===== config.mk =====
export PLATFORM = sky130hd
export DESIGN_NAME = reg_file_sb_flat
export DESIGN_NICKNAME = d
export VERILOG_FILES = /design/src/rtl/reg_file_sb_if.sv /design/src/rtl/reg_file_sb.sv /design/src/flat_wrapper.sv
export SDC_FILE = /design/constraint.sdc
export NUM_CORES = 2
export LEC_CHECK = 0
export BUFFER_PORTS_ARGS = -buffer_cell sky130_fd_sc_hd__buf_2
export CAP_MARGIN = 20
export CELL_PAD_IN_SITES_DETAIL_PLACEMENT = 0
export CELL_PAD_IN_SITES_GLOBAL_PLACEMENT = 2
export CORE_ASPECT_RATIO = 0.9
export CORE_UTILIZATION = 40
export CTS_CLUSTER_SIZE = 25
export DETAILED_ROUTE_END_ITERATION = 16
export PLACE_DENSITY = 0.91
export SLEW_MARGIN = 0
export SYNTH_ARGS = -nofsm -noshare
export SYNTH_HDL_FRONTEND = slang
export SYNTH_SLANG_ARGS = --single-unit

===== constraint.sdc =====
create_clock -name clk -period 4 [get_ports clk]
set_clock_uncertainty 0.2 [all_clocks]
set_input_delay 0.2 -clock clk [delete_from_list [all_inputs] [get_ports clk]]
set_output_delay 0.2 -clock clk [all_outputs]
set_load 0.01 [all_outputs]

===== src/rtl/reg_file_sb_if.sv =====
// Register file / scoreboard bus.
// Groups the decode-side read/issue signals and the writeback signals.
//   master : pipeline side (drives addresses, writeback, issue)
//   slave  : register file (returns read data, pending bits, busy count)
// Handshake: regwrite and issue_valid are single-cycle qualifiers with no
// ready; each cycle either is high counts as exactly one transaction,
// accepted unconditionally at the next rising clock edge.
interface reg_file_sb_if #(
  parameter int DATA_W = 32,
  parameter int ADDR_W = 5,
  parameter int N_READ = 2
);
  logic [N_READ*ADDR_W-1:0] read_reg;
  logic [N_READ*DATA_W-1:0] read_data;
  logic [N_READ-1:0]        read_pending;
  logic                     regwrite;
  logic [ADDR_W-1:0]        write_reg;
  logic [DATA_W-1:0]        write_data;
  logic                     issue_valid;
  logic [ADDR_W-1:0]        issue_reg;
  logic [ADDR_W:0]          busy_count;

  modport master (
    output read_reg, regwrite, write_reg, write_data, issue_valid, issue_reg,
    input  read_data, read_pending, busy_count
  );

  modport slave (
    input  read_reg, regwrite, write_reg, write_data, issue_valid, issue_reg,
    output read_data, read_pending, busy_count
  );
endinterface


===== src/rtl/reg_file_sb.sv =====
// Parametrised register file with a per-register pending scoreboard.
// Ports:
//   clk  : rising-edge clock
//   rst  : synchronous active-high reset (clears data, pending bits, count)
//   bus  : reg_file_sb_if.slave
//          read_reg/read_data/read_pending : N_READ combinational read ports
//          regwrite/write_reg/write_data   : writeback (clears pending bit)
//          issue_valid/issue_reg           : issue (sets pending bit)
//          busy_count                      : registered number of pending regs
module reg_file_sb #(
  parameter int DATA_W   = 32,
  parameter int ADDR_W   = 5,
  parameter int N_READ   = 2,
  parameter int ZERO_REG = 1,
  parameter int BYPASS   = 1
) (
  input  logic          clk,
  input  logic          rst,
  reg_file_sb_if.slave  bus
);
  localparam int DEPTH = 1 << ADDR_W;
  localparam int CNT_W = ADDR_W + 1;

  logic [DATA_W-1:0] regs_q [DEPTH];
  logic [DATA_W-1:0] regs_d [DEPTH];
  logic [DEPTH-1:0]  pend_q, pend_d;
  logic [CNT_W-1:0]  busy_q, busy_d;

  logic wr_en, iss_en, cnt_inc, cnt_dec;

  // Register 0 swallows writes and issues when it is hardwired to zero.
  assign wr_en  = bus.regwrite    && !((ZERO_REG != 0) && (bus.write_reg == '0));
  assign iss_en = bus.issue_valid && !((ZERO_REG != 0) && (bus.issue_reg == '0));

  always_comb begin
    regs_d  = regs_q;
    pend_d  = pend_q;
    cnt_inc = 1'b0;
    cnt_dec = 1'b0;
    if (wr_en) begin
      regs_d[bus.write_reg] = bus.write_data;
      pend_d[bus.write_reg] = 1'b0;
    end
    // Issue is applied after writeback so a same-register issue wins:
    // a new producer is in flight.
    if (iss_en) begin
      pend_d[bus.issue_reg] = 1'b1;
    end
    cnt_inc = iss_en && !pend_q[bus.issue_reg];
    cnt_dec = wr_en && pend_q[bus.write_reg] &&
              !(iss_en && (bus.issue_reg == bus.write_reg));
    busy_d  = busy_q + CNT_W'(cnt_inc) - CNT_W'(cnt_dec);
  end

  always_ff @(posedge clk) begin
    if (rst) begin
      regs_q <= '{default: '0};
      pend_q <= '0;
      busy_q <= '0;
    end else begin
      regs_q <= regs_d;
      pend_q <= pend_d;
      busy_q <= busy_d;
    end
  end

  assign bus.busy_count = busy_q;

  for (genvar k = 0; k < N_READ; k++) begin : g_rd
    logic [ADDR_W-1:0] ra;
    logic              is_zero;
    logic              byp;

    assign ra      = bus.read_reg[k*ADDR_W +: ADDR_W];
    assign is_zero = (ZERO_REG != 0) && (ra == '0);
    // Forward a same-cycle writeback; the zero register is never forwarded.
    assign byp     = (BYPASS != 0) && bus.regwrite && (bus.write_reg == ra) && !is_zero;

    assign bus.read_data[k*DATA_W +: DATA_W] =
      is_zero ? '0 : (byp ? bus.write_data : regs_q[ra]);
    assign bus.read_pending[k] = !is_zero && !byp && pend_q[ra];
  end
endmodule


===== src/flat_wrapper.sv =====
// flat-port wrapper written by rule: the top's interface ports become plain ports
module reg_file_sb_flat 
#(
  parameter int DATA_W   = 32,
  parameter int ADDR_W   = 5,
  parameter int N_READ   = 2,
  parameter int ZERO_REG = 1,
  parameter int BYPASS   = 1
)
  (clk, rst, bus_read_reg, bus_regwrite, bus_write_reg, bus_write_data, bus_issue_valid, bus_issue_reg, bus_read_data, bus_read_pending, bus_busy_count);
  reg_file_sb_if #(.DATA_W(DATA_W), .ADDR_W(ADDR_W), .N_READ(N_READ)) bus_i ();
  input  logic clk;
  input  logic rst;
  input wire logic [$bits(bus_i.read_reg)-1:0] bus_read_reg;
  input wire logic [$bits(bus_i.regwrite)-1:0] bus_regwrite;
  input wire logic [$bits(bus_i.write_reg)-1:0] bus_write_reg;
  input wire logic [$bits(bus_i.write_data)-1:0] bus_write_data;
  input wire logic [$bits(bus_i.issue_valid)-1:0] bus_issue_valid;
  input wire logic [$bits(bus_i.issue_reg)-1:0] bus_issue_reg;
  output wire logic [$bits(bus_i.read_data)-1:0] bus_read_data;
  output wire logic [$bits(bus_i.read_pending)-1:0] bus_read_pending;
  output wire logic [$bits(bus_i.busy_count)-1:0] bus_busy_count;
  assign bus_i.read_reg = bus_read_reg;
  assign bus_i.regwrite = bus_regwrite;
  assign bus_i.write_reg = bus_write_reg;
  assign bus_i.write_data = bus_write_data;
  assign bus_i.issue_valid = bus_issue_valid;
  assign bus_i.issue_reg = bus_issue_reg;
  assign bus_read_data = bus_i.read_data;
  assign bus_read_pending = bus_i.read_pending;
  assign bus_busy_count = bus_i.busy_count;
  reg_file_sb #(.DATA_W(DATA_W), .ADDR_W(ADDR_W), .N_READ(N_READ), .ZERO_REG(ZERO_REG), .BYPASS(BYPASS)) u_core (.clk(clk), .rst(rst), .bus(bus_i));
endmodule

==> key figures <==
Cells and area
  • Layout cells sized above 1: 0.196
  • Final instance area: 61500 sq um
  • Fin nets: 5947
  • FILL cells: 12700
  • Final Core Density: 0.459
  • Area grow syn2layout: 13.2%

Die
  • Std cell rows: 127
  • Core area: 134000 sq um
  • Die X: 391 microns
  • Ports: 128
  • DIE AREA: 137000 sq um
  • Die Y-Extent: 352 microns
  • Initial Util: 0.406

Timing
  • Actual slew at the worst max-slew pin: 1.14 ns
  • F_max: 283 MHz
  • RSZ-0062 raised after global routing: no
  • Final Slew Violations: 0
  • # setup viols final: 0
  • Fin worst setup slack: 0.461 ns
  • Hold Vio Cnt, Final: 0
  • Setup TNS: 0 ns
  • Slew HR: 0.240
  • Minimum clock period after layout: 3.54 ns
  • Final worst-path cycle share: 0.885

Logic synthesis
  • Synth cell types: 51
  • Dominant synthesized flop cell: dfxtp_1
  • Top post-synthesis cells by area: dfxtp_1, mux4_2, nand2_1
  • Cell Area, Synth: 54400 sq um
  • Most common cell in the netlist: nand2_1
  • Sequential share of the synthesized area: 0.391
  • Yosys warning count: 0
  • Post-Synthesis Cells: 6037
  • Asr flop ratio synth: 0
  • Top cell type's share of synthesized area: 0.391
  • Number of flops mapped to enable cells by yosys: 0
  • Mapped Nets: 6100
  • Synth Register Bits: 1062
  • Post-synth top area cell: dfxtp_1
  • Avg Cell Area, Syn: 9.01 sq um
  • Commonest cells post-synth: nand2_1, dfxtp_1, a21oi_1, mux4_2, clkbuf_1

Global route
  • GR Overflow Total: 0
  • Gr usage total: 0.318
  • Largest net degree at the start of global routing: 166
  • First-pass GRT wire length: 320 mm
  • Initial antenna violation count: 14
  • Number of global-route vias before repair: 45100

Power
  • Pwr per Cell Area: 401 nW/um^2
  • Static Leak: 0.0201 uW
  • VDD IR max: 0.000349 V
  • Tot Pwr: 24700 uW

Clock tree
  • Total CTS buffers: 119
  • H-Tree Depth: 3
  • Post-CTS Setup Inserts: 0
  • Sink Count: 1062
  • Clock-pin slew on the worst setup and hold paths: 0.06 ns
  • Post-CTS sizing: 0
  • CTS max path bufs: 3
  • Root buf cell: clkbuf_16
  • CTS tree: done
  • Worst skew pair latency: 0.72 ns

Routing
  • DRT Pass-1 Iters: 6
  • DRT antenna net count: 0
  • WL final: 223 mm
  • DR DRC count: 0
  • DR vias/cell: 6.22
  • Via Count: 48500
  • WL per Instance: 28.6 microns
  • 1st-iter DRT viols: 6557

Critical path
  • Worst-path fanout max: 8
  • CP arrival: 3.94 ns
  • CP Capture Type: register
  • Crit start category: primary input
  • Crit path required time: 4.40 ns
  • CP Class: primary input to register

Placement
  • RePlAce Congestion: 0.955
  • Setup WS pre-CTS: 0.272 ns
  • DP Area: 57000 sq um
  • IO buf count: 127
  • Detailed-placement wirelength estimate: 137 mm

Run
  • Max-Cap Viols: 0

Worst hold path
  • Min-Delay Path Class: primary input to register

Outcome
  • Outcome: finished, final reports clean
## stage by stage
step                      hold WS [ns]  instances
after floorplan                  0.243       6037
after global placement           0.248       7528
after detailed placement         0.257       7529
after CTS                      0.00629       7787
after global routing            0.0791       7796
final                           0.0698       7799
## power by group
part / total (uW) / switching (uW) / internal, uW
combinational: 2480 / 1660 / 819
clock: 11400 / 4680 / 6720
sequential: 10800 / 102 / 10700
total: 24700 / 6440 / 18200
## sequential cells by signal, summed over array words and instances, names as in the netlist
register / flops
u_core.regs_q: 1024
u_core.bus.busy_count: 6
u_core.pend_q: 32
## final timing paths
check | cells after the start | slack, ns | end | from
setup reg to reg | 12 | 0.80 | u_core.bus.busy_count[4] | u_core.pend_q[23]
hold reg to reg | 2 | 0.26 | u_core.regs_q[731] | u_core.regs_q[731]
hold / removal | 7 | 0.07 | u_core.pend_q[21] | bus_regwrite
setup / recovery | 14 | 0.46 | u_core.bus.busy_count[5] | bus_write_reg[4]
## critical path: stages
cell	delay [ns]
dlygate4sd3_1	0.62
buf_2	0.26
nor3b_1	0.77
a22oi_1	0.22
nand4_1	0.13
and4_1	0.24
ha_1	0.21
inv_1	0.05
ha_1	0.27
a21o_1	0.18
a21oi_1	0.21
o21bai_1	0.09
a21oi_1	0.15
mux2_2	0.34
## layout by cell type (no fill, tap or decap), types with 77 or more instances in the layout
cell type  Yosys  layout
nand2_1     2040    2009
dfxtp_1     1062    1062
a21oi_1     1041    1041
mux4_2       551     551
buf_4         18     161
mux2i_1      125     125
clkbuf_16      0     121
buf_2        160     120
a211oi_1      83      83
o22ai_1       77      77
## what timing repair did
item | 4_1_cts | 5_1_grt
hold buffers | 40 | 0
endpoints found under the hold margin | 1012 | 0
endpoints found under the setup margin | 0 | 0
## cell type report
type / instances / area [sq um] / share of cell area
Antenna cell: 12 / 30.0 / 0.000488
Clock buffer: 175 / 3610 / 0.0587
Clock inverter: 43 / 444 / 0.00722
Inverter: 16 / 60.1 / 0.000976
Multi-Input combinational cell: 4310 / 30600 / 0.498
Sequential cell: 1062 / 21300 / 0.346
Tap cell: 1806 / 2260 / 0.0367
Timing Repair Buffer: 375 / 3250 / 0.0528
## cell families (layout without fill, tap and decap cells)
kind of cell,count (synthesis),after routing,share of synthesized area
xor+xnor,19,19,0.00306
buf+inv,665,609,0.0522
other cells,0,12,0
compound gates,1352,1352,0.138
simple gates,2249,2249,0.161
mux,683,683,0.253
flops,1062,1062,0.391
fa+ha+maj,7,7,0.00175
## layer usage
metal / global-route usage / vias to the layer above / share of wire
met5: 0 / - / 0.00015
met4: 0.154 / 6 / 0.049
met3: 0.0753 / 562 / 0.12
met2: 0.472 / 3143 / 0.44
met1: 0.434 / 23900 / 0.39
li1: - / 20900 / -
Power figures use the tool's default switching activity.
